`config.mk`:
```
export PLATFORM = sky130hd
export DESIGN_NAME = uart_fifo
export DESIGN_NICKNAME = d
export VERILOG_FILES = /design/src/rtl/uart_fifo.sv
export SDC_FILE = /design/constraint.sdc
export NUM_CORES = 1
export LEC_CHECK = 0
export ABC_AREA = 1
export CAP_MARGIN = 20
export CORE_MARGIN = 3
export CORE_UTILIZATION = 62
export DETAILED_ROUTE_END_ITERATION = 12
export MAX_ROUTING_LAYER = met4
export PLACE_DENSITY = 0.8
export SLEW_MARGIN = 0
export SYNTH_ARGS = -nofsm -noshare
export SYNTH_HDL_FRONTEND = slang
export SYNTH_SLANG_ARGS = --single-unit
```
`constraint.sdc`:
```
create_clock -name clk -period 6.25 [get_ports clk]
set_input_delay 1.25 -clock clk [delete_from_list [all_inputs] [get_ports clk]]
set_output_delay 1.25 -clock clk [all_outputs]
set_load 0.005 [all_outputs]
```
`src/rtl/uart_fifo.sv`:
```
// Synchronous FIFO for the UART loop datapath: 1R/1W RAM, extra-bit pointers, registered read.
// Optional sticky ovf/unf flags are built only when UART_FIFO_FLAGS_EN is defined.
module uart_fifo #(
  parameter int DATA_W = 8,
  parameter int ADDR_W = 3
) (
  input  logic              clk,
  input  logic              rst,
  input  logic              push,
  input  logic [DATA_W-1:0] wr_data,
  input  logic              pop,
  output logic [DATA_W-1:0] rd_data,
  output logic              rd_valid,
  output logic              full,
  output logic              empty,
  output logic [ADDR_W:0]   count,
  output logic              ovf,
  output logic              unf
);

  localparam int DEPTH = 1 << ADDR_W;

  logic [DATA_W-1:0] mem [DEPTH];
  logic [ADDR_W:0]   wptr;
  logic [ADDR_W:0]   rptr;
  logic              push_ok;
  logic              pop_ok;

  // The extra MSB tells a wrapped-full pointer pair apart from an empty one.
  assign full    = (wptr[ADDR_W] != rptr[ADDR_W]) &&
                   (wptr[ADDR_W-1:0] == rptr[ADDR_W-1:0]);
  assign empty   = (wptr == rptr);
  assign count   = wptr - rptr;
  assign push_ok = push & ~full;
  assign pop_ok  = pop & ~empty;

  // Storage is not reset; a write during reset is suppressed so the word is discarded.
  always_ff @(posedge clk) begin
    if (push_ok && !rst) begin
      mem[wptr[ADDR_W-1:0]] <= wr_data;
    end
  end

  always_ff @(posedge clk or posedge rst) begin
    if (rst) begin
      wptr     <= '0;
      rptr     <= '0;
      rd_valid <= 1'b0;
      rd_data  <= '0;
    end else begin
      rd_valid <= pop_ok;
      if (push_ok) begin
        wptr <= wptr + 1'b1;
      end
      if (pop_ok) begin
        rptr    <= rptr + 1'b1;
        rd_data <= mem[rptr[ADDR_W-1:0]];
      end
    end
  end

`ifdef UART_FIFO_FLAGS_EN
  always_ff @(posedge clk or posedge rst) begin
    if (rst) begin
      ovf <= 1'b0;
      unf <= 1'b0;
    end else begin
      if (push && full) begin
        ovf <= 1'b1;
      end
      if (pop && empty) begin
        unf <= 1'b1;
      end
    end
  end
`else
  assign ovf = 1'b0;
  assign unf = 1'b0;
`endif

endmodule
```
Word-level counts from Yosys, hierarchy flattened:

Memories as Yosys holds them, arrays and structs flattened. A register that Yosys moved wholly into a read port is not among the register bits.
Cells that the tools add are included.

* magnitude comparators: 0
* bitwise logic cells: 4
* divide/modulo/power cells: 0
* shifts and indexed selects: 0
* equal/unequal tests: 3
* muxes and demuxes: 2
* multipliers: 0
* reductions and logical operators: 3
* $add $sub $neg: 3

Operators by type and width (number)
* 4-bit by 1-bit adder with 4-bit output (second input constant): 2
* 4-bit equality test: 1
* 4-bit subtractor: 1
* 3-bit equality test: 1
* 1-bit AND: 2
* 1-bit logical AND: 2
* 1-bit 2-to-1 mux: 2
* 1-bit NOT: 2
* 1-bit zero test: 1
* 1-bit inequality test: 1

* latch bits: 0
* memory bits (read-only): 0
* input port bits: 12
* memories: 1
* word-level logic and storage cells: 19
* output and inout port bits: 17
* bits in registers: 9
* bits in writable memories: 64

Memories
* mem: depth 8, width 8, read ports 1, clocked after Yosys merged registers in 1, write ports 1, line 23 `logic [DATA_W-1:0] mem [DEPTH];`

Longest topological paths before layout:

* depth in word-level cells: 7
* depth in mapped cells: 12
* mapped depth without buffers: 10

Least setup slack after synthesis:

Ideal clock, no wire load.

* path kind: flip-flop to output port
* from: register rptr[1]
* to: output port count[3]
* arrival time: 1501 ps
* slack: 3499 ps
* buffers on the path: 2
* cell stages (with the launch flop): 8
* required time: 5000 ps
* path through: dfrtp_1 buf_2 inv_2 buf_2 ha_1 nand2_2 o21ai_0 xor2_1

* cells in the longest elaborated chain, start to end: 1

Ends and longest elaborated chain
* from (decl): line 25 `logic [ADDR_W:0] rptr;`
* from (signal assigned): line 56 `rptr <= rptr + 1'b1;`
* 4-bit subtractor: line 33 `assign count = wptr - rptr;`
* to (decl): line 16 `output logic [ADDR_W:0] count,`

No other way between the ends.

Final worst setup path:

Same ends and word-level chain as after synthesis.

==> results by group <==
Clock network
  • Htree depth: 3
  • TritonCTS clock tree: yes
  • # Post-CTS Setup Buffers: 0
  • Sink Count: between 80 and 90
  • CTS Buf Count: 9
  • # hold bufs at CTS: 0
  • Max clock buf depth: 2
  • Clock Tree Root: clkbuf_8
  • Worst skew pair latency: 350 ps
  • Post-CTS Resized: 0
  • Clk slew on worst S/H paths: around 70 ps

Drt
  • Vias: roughly 2600
  • Final WL: 7.53 mm
  • Vias per inst: about 5.5
  • Initial detailed-routing violation count: about 210
  • DRC Markers: 0
  • Routed wire per std cell: ~16 um
  • DR pass1 iterations: 6
  • Post-route ant nets: 0

Yosys
  • Register area share after synthesis: 62.5%
  • Synth Warn #: 0
  • Syn Inst Count: 367
  • Mapped Avg Cell Area: 10.2 um^2
  • Count of cell types in the netlist: 25
  • Main combinational cell family by area after synthesis: simple AND/OR/NAND/NOR gates
  • Post-synthesis xor/xnor area fraction: between 1.5 and 2%
  • Post-synthesis mux area share: 0%
  • Simple-gate area share of the yosys netlist: a little under a quarter
  • Cell Area, Synth: about 0.0038 mm^2
  • Post-Synth Adder-Cell Area: approximately 2.2%
  • Synth Register Bits: just over 80
  • Compound-Gate Fraction of Synth Area: less than 1%

Cells and area
  • Layout Nets: about 400
  • Diode count: 0
  • Filler Cells Inserted: about 420
  • Area Overhead vs Synth: 13.0%
  • Layout cell share with drive strength beyond 1: 11.7%
  • Cell Count, Final, Fillers Out: around 470
  • Commonest non-fill, non-tap cells in the layout: nand2_1 (105), edfxtp_1 (64), inv_1 (60)
  • Util after Layout: 74.8%
  • Most common cell after layout, fill and taps aside: nand2_1

Placement
  • IO Port Bufs: 26
  • Post-DP HPWL: 5.08 mm
  • Inst Count DP: ~450
  • GP Congestion: 0.952

Worst setup path
  • Setup Crit Path Kind: flop to primary output
  • Reg2Reg Depth: 9
  • Reg-to-Reg Start: rptr[1]
  • Max FO, Critical Path: 20
  • Max stage delay on crit path: approximately 800 ps
  • Crit-path cells: inv_2 > ha_1 > nand2_2 > o21ai_0 > xor2_1 > clkdlybuf4s50_1
  • Worst setup SP type: flop
  • Worst path bufs/invs: 2
  • CP Capture Type: primary output
  • Critical Path RT: ~5000 ps
  • CP max-delay cell: dfrtp_1
  • Worst path depth: 6
  • Setup crit start: rptr[1]
  • Delay-heaviest family, CP: buffers and inverters
  • CP Data Arrival Time: 2870 ps

Timing
  • Slew Limit Fails: 0
  • Unrepaired setup endpoints after global routing: no
  • Finish-stage setup viols: 0
  • Max_slew headroom: between 40% and 50%
  • Final min period: a little over 4000 ps
  • Worst slew pin tran: 870 ps
  • Fmax: 243 MHz
  • Clk_skew: around 6.7 ps
  • Final Hold Vio Count: 0
  • Post-route clock period utilization: 65.8%
  • Setup_tns: 0 ps

Floorplan
  • Die H: about 84 um
  • Initial Util: between 60% and 70%
  • Core area: 0.00568 mm^2
  • I/O pin count: 29
  • Die area: between 0.007 and 0.008 mm^2
  • Die X: 83.8 um
  • # rows: 27

Worst hold path
  • Hold path depth: 2
  • Min-delay worst type: flop to flop
  • HP Start: rd_data[3]

Power
  • Peak VDD IR: 371 uV
  • Leakage power: roughly 1.9 nW
  • P per Cell Area: approximately 470 mW/mm^2

Global routing
  • Initial antenna violation count: 0
  • Total track usage: about a quarter
  • Vias in the first global route: about 2500
  • First-pass GRT wire length: approximately 12 mm
  • Largest net degree at the start of global routing: 37
  • GRT overflow: 0

Flow run
  • Max-Cap Viols: 0

Outcome
  • Status: finished, final reports clean
==> synthesized netlist by cell type, drive strengths merged <==
cell type | number | share of area, %
fa | 1 | 0.53
nand2 | 121 | 14
xor2 | 5 | 1.2
o21ai | 4 | 0.53
edfxtp | 64 | 51
dfrtp | 17 | 11
clkbuf | 1 | 0.10
inv | 67 | 6.8
buf | 14 | 2.6
ha | 5 | 1.7
nand4 | 1 | 0.17
nand3 | 51 | 8.0
xnor2 | 2 | 0.47
a21oi | 1 | 0.13
nor2 | 12 | 1.4
conb | 1 | 0.10
==> per-layer routing <==
layer | GRT usage [%] | vias up | wire length [um]
li1 | - | 1202 | -
met1 | 30.8 | 1199 | 3230
met2 | 36.4 | 128 | 3590
met3 | 4.34 | 24 | 543
met4 | 10.5 | 0 | 178
met5 | - | - | 0
==> metrics by stage <==
step | total power (W) | setup slack (ps) | instance area, um^2 | hold WS (ps)
2_1_floorplan | 0.00129 | 3500 | 3760 | 486
3_3_place_gp | 0.00151 | 2710 | 4010 | 476
3_5_place_dp | 0.00154 | 2590 | 4010 | 477
4_1_cts | 0.00198 | 2200 | 4230 | 498
5_1_grt | 0.00212 | 2010 | 4240 | 524
6_report | 0.00199 | 2130 | 4240 | 492
==> power breakdown <==
part	leakage, nW	internal, W	switching [W]	total (W)
logic	0.982	0.000338	0.000448	0.000786
clock network	0.110	0.000260	0.000172	0.000432
registers	0.785	0.000670	0.0000985	0.000768
total	1.88	0.00127	0.000719	0.00199
==> final timing paths <==
| kind | to | slack (ps) |
|---|---|---|
| setup / recovery | count[3] | 2130 |
| hold / removal | rd_data[3] | 490 |
| setup reg to reg | mem[7][1] | 3160 |
| hold reg to reg | rd_data[3] | 490 |
| max in group asynchronous | wptr[2] | 4480 |
| min in group asynchronous | rd_data[0] | 1320 |
==> worst register-to-register path, cell delays in order (launching register included) <==
cell and delay [ps]:
dfrtp_1 800, inv_2 320, ha_1 370, nand2_2 90, nor2_4 50, nand2_2 90
nand2_2 110, inv_2 100, nand2_2 90, nor2_1 700
==> registers in the layout, indices dropped and copies added (netlist names) <==
register	cells
rd_data	8
rd_valid	1
wptr	4
mem	64
rptr	4
==> cell type report <==
cell class / count / area (um^2) / area share, %
multi-input combinational: 205 / 1050 / 24.8
sequential: 81 / 2350 / 55.3
clock buffer: 10 / 128 / 3.01
inverter: 67 / 256 / 6.04
clock inverter: 4 / 93.8 / 2.21
timing repair buffer: 27 / 275 / 6.49
tap: 72 / 90.1 / 2.12
==> cell families (layout without fill, tap and decap cells) <==
kind of cell,count (synthesis),after routing
fa+ha+maj,6,6
other cells,1,2
xor+xnor,7,7
compound gates,5,5
simple gates,185,185
flops,81,81
buf+inv,82,108
(Power assumes the default switching activity.)
==> edit (same settings) <==
The option `UART_FIFO_FLAGS_EN` is turned on by a define.
--- a/src/rtl/uart_fifo.sv
+++ b/src/rtl/uart_fifo.sv
@@ -2,2 +2,4 @@
 // Optional sticky ovf/unf flags are built only when UART_FIFO_FLAGS_EN is defined.
+`define UART_FIFO_FLAGS_EN
+
 module uart_fifo #(
Behaviour: not the same (a bounded check fails within 4 cycles, from zero or initial values and one cycle with rst high).
==> edit against the original RTL <==
- sequential cell count grew 2
- area after synthesis up 0.43%
- sequential share of layout area grew 0.96 points
- worst setup slack better by 0.13 ns
- final area grew 0.38%
- critical endpoint unchanged
- power is 1.5% lower
- first-iteration DRC count decreased by 7.5%
- routed wire length increased by 7.4%
- largest cell class unchanged
- via count is 0.31% higher
- count of clock-buffer cells in the layout is the same
==> edit: results (changes against the original RTL) <==
| Metric | Value |
|---|---|
| Class of the worst hold path | flop to flop (unchanged) |
| Primary FF master, synth | edfxtp_1 (unchanged) |
| Min-delay src | unf (was rd_data[3]) |
| All-layer global routing usage | 25.63% (was 23.58%) |
| Syn_nets | 387 |
| Status | complete, no violations (unchanged) |
| DR vias | 2561 (was 2553) |
| Final #Nets | 414 (was 409) |
| CTS clock-pin slew for the worst setup and hold paths | 0.07 ns (about the same) |
| Worst ir drop on vdd | 0.0003209 V (was 0.0003715 V) |
| GRT overflow | 0 (unchanged) |
| Worst Hold Path Cells | 1 (was 2) |
| Yosys cell types | 27 (was 25) |
| Top post-synthesis cells by area | edfxtp_1 51%, dfrtp_1 13%, nand2_1 12%, nand3_1 5.7%, inv_1 5.7% (was edfxtp_1 51%, dfrtp_1 11%, nand2_1 10%, inv_1 6.0%, nand3_1 5.6%) |
| Routed WL per cell | 17.10 um (was 16.17 um) |
| Final hold slack | 0.4598 ns (was 0.4921 ns) |
| Routability Congestion | 0.9155 (was 0.9522) |
| Asr flop ratio synth | 22.89% (was 20.99%) |
| Slew Limit Headroom | 50.68% (was 41.76%) |
| Max incr delay on CP | 0.77 ns (was 0.80 ns) |
| Setup Skew | 0.007082 ns (was 0.006679 ns) |
| Largest net degree at the start of global routing | 37 (unchanged) |
| Layout cells sized above 1 | 9.726% (was 11.68%) |
| Worst Hold End | unf (was rd_data[3]) |
| Vias in the first global route | 2568 (was 2501) |
| First-pass GRT wire length | 13210 um (was 12200 um) |
| Worst path slowest cell | dfrtp_1 (unchanged) |
| R2R depth | 7 (was 9) |
| Inserted Diodes | 0 (unchanged) |
| Detail Placement HPWL | 5748 um (was 5079 um) |
| Leakage | 0.001882 uW (was 0.001877 uW) |
| TritonRoute pass-1 iters | 5 (was 6) |
| Worst R2R Setup Slack | 3.28 ns (was 3.16 ns) |
| RR Endpoint | mem[2][6] (was mem[7][1]) |
| Fill count | 414 (was 419) |
| Post-synthesis sequential area ratio | 63.57% (was 62.51%) |
| Synth cell count leaders | 119 x nand2_1, 64 x edfxtp_1, 57 x inv_1, 43 x nand3_1, 19 x dfrtp_1 (was 105 x nand2_1, 64 x edfxtp_1, 60 x inv_1, 42 x nand3_1, 17 x dfrtp_1) |
| Max-slew violations | 0 (unchanged) |
| Depth of the CTS H-tree | 3 (unchanged) |
| Initial antenna violation count | 0 (unchanged) |
| Port bufs | 28 (was 26) |
| Worst EP arrival | 2.74 ns (was 2.87 ns) |
| DRC marker count from the first detailed-route iteration | 197 (was 213) |
| Skew-Pair Late Insertion Delay | 0.36 ns |
edit: cell types whose count changed in the layout (fill, tap and decap cells not counted), moves of 3 or more:
cell / before / now
nand2_2: 13 / 2
o21ai_1: 0 / 4
nand2_1: 105 / 119
inv_1: 60 / 57
o21ai_0: 4 / 1
edit: cell families (layout without fill, tap and decap cells):
group | count (synthesis) | after routing | synth area share (%)
and+or+nand+nor | 190 | 190 | 23.23
AOI/OAI and AO/OA | 8 | 8 | 1.194
DFF | 83 | 83 | 63.57
buffers and inverters | 77 | 109 | 8.660
xor gates and xnor gates | 5 | 5 | 1.161
adders and majority gates | 6 | 6 | 2.190
edit: area by class of cell:
class	instances	area share, %
Sequential cell	83	56.27
Multi-Input combinational cell	209	24.58
Timing Repair Buffer	29	6.755
Inverter	64	5.756
Clock buffer	10	2.996
Tap cell	72	2.115
Clock inverter	6	1.527
edit: worst max-delay path, delay by kind of cell, from the launching register on:
family	cells	cell delay [ns]
adder cells (fa/ha/maj)	1	0.39
buffers and inverters	2	0.80
AND/OR/NAND/NOR	1	0.05
XOR/XNOR	1	0.17
flip-flops	1	0.77
AO/OA/AOI/OAI	1	0.20
edit: layer usage:
metal	vias to the layer above	share of wire [%]	GRT usage (%)
met1	1196	41	32.78
met5	-	0	-
li1	1227	-	-
met2	123	48	40.06
met4	0	1.5	6.433
met3	15	9.7	8.292
edit: power by group:
group	switching, uW	total (uW)	internal [uW]
logic	471	811	339
registers	80.0	769	689
clock network	192	377	185
edit: how the worst max path moves through the flow:
stage             from       end  cells after the start  slack [ns]
3_5_place_dp   rptr[1]  count[3]                      6        2.65
2_1_floorplan  rptr[1]  count[3]                      7        3.50
3_3_place_gp   rptr[1]  count[3]                      6        2.68
5_1_grt        rptr[1]  count[3]                      6        2.04
4_1_cts        rptr[1]  count[3]                      6        2.25
6_report       rptr[1]  count[3]                      6        2.26
edit: metrics by stage:
| stage | setup slack [ns] | instance area (um^2) | power, uW | std cells |
|---|---|---|---|---|
| 5_1_grt | 2.043 | 4260 | 2087 | 473 |
| 3_5_place_dp | 2.654 | 4068 | 1588 | 457 |
| 4_1_cts | 2.254 | 4260 | 1965 | 473 |
| 2_1_floorplan | 3.505 | 3771 | 1294 | 369 |
| 3_3_place_gp | 2.682 | 4068 | 1567 | 457 |
| 6_report | 2.265 | 4260 | 1957 | 473 |
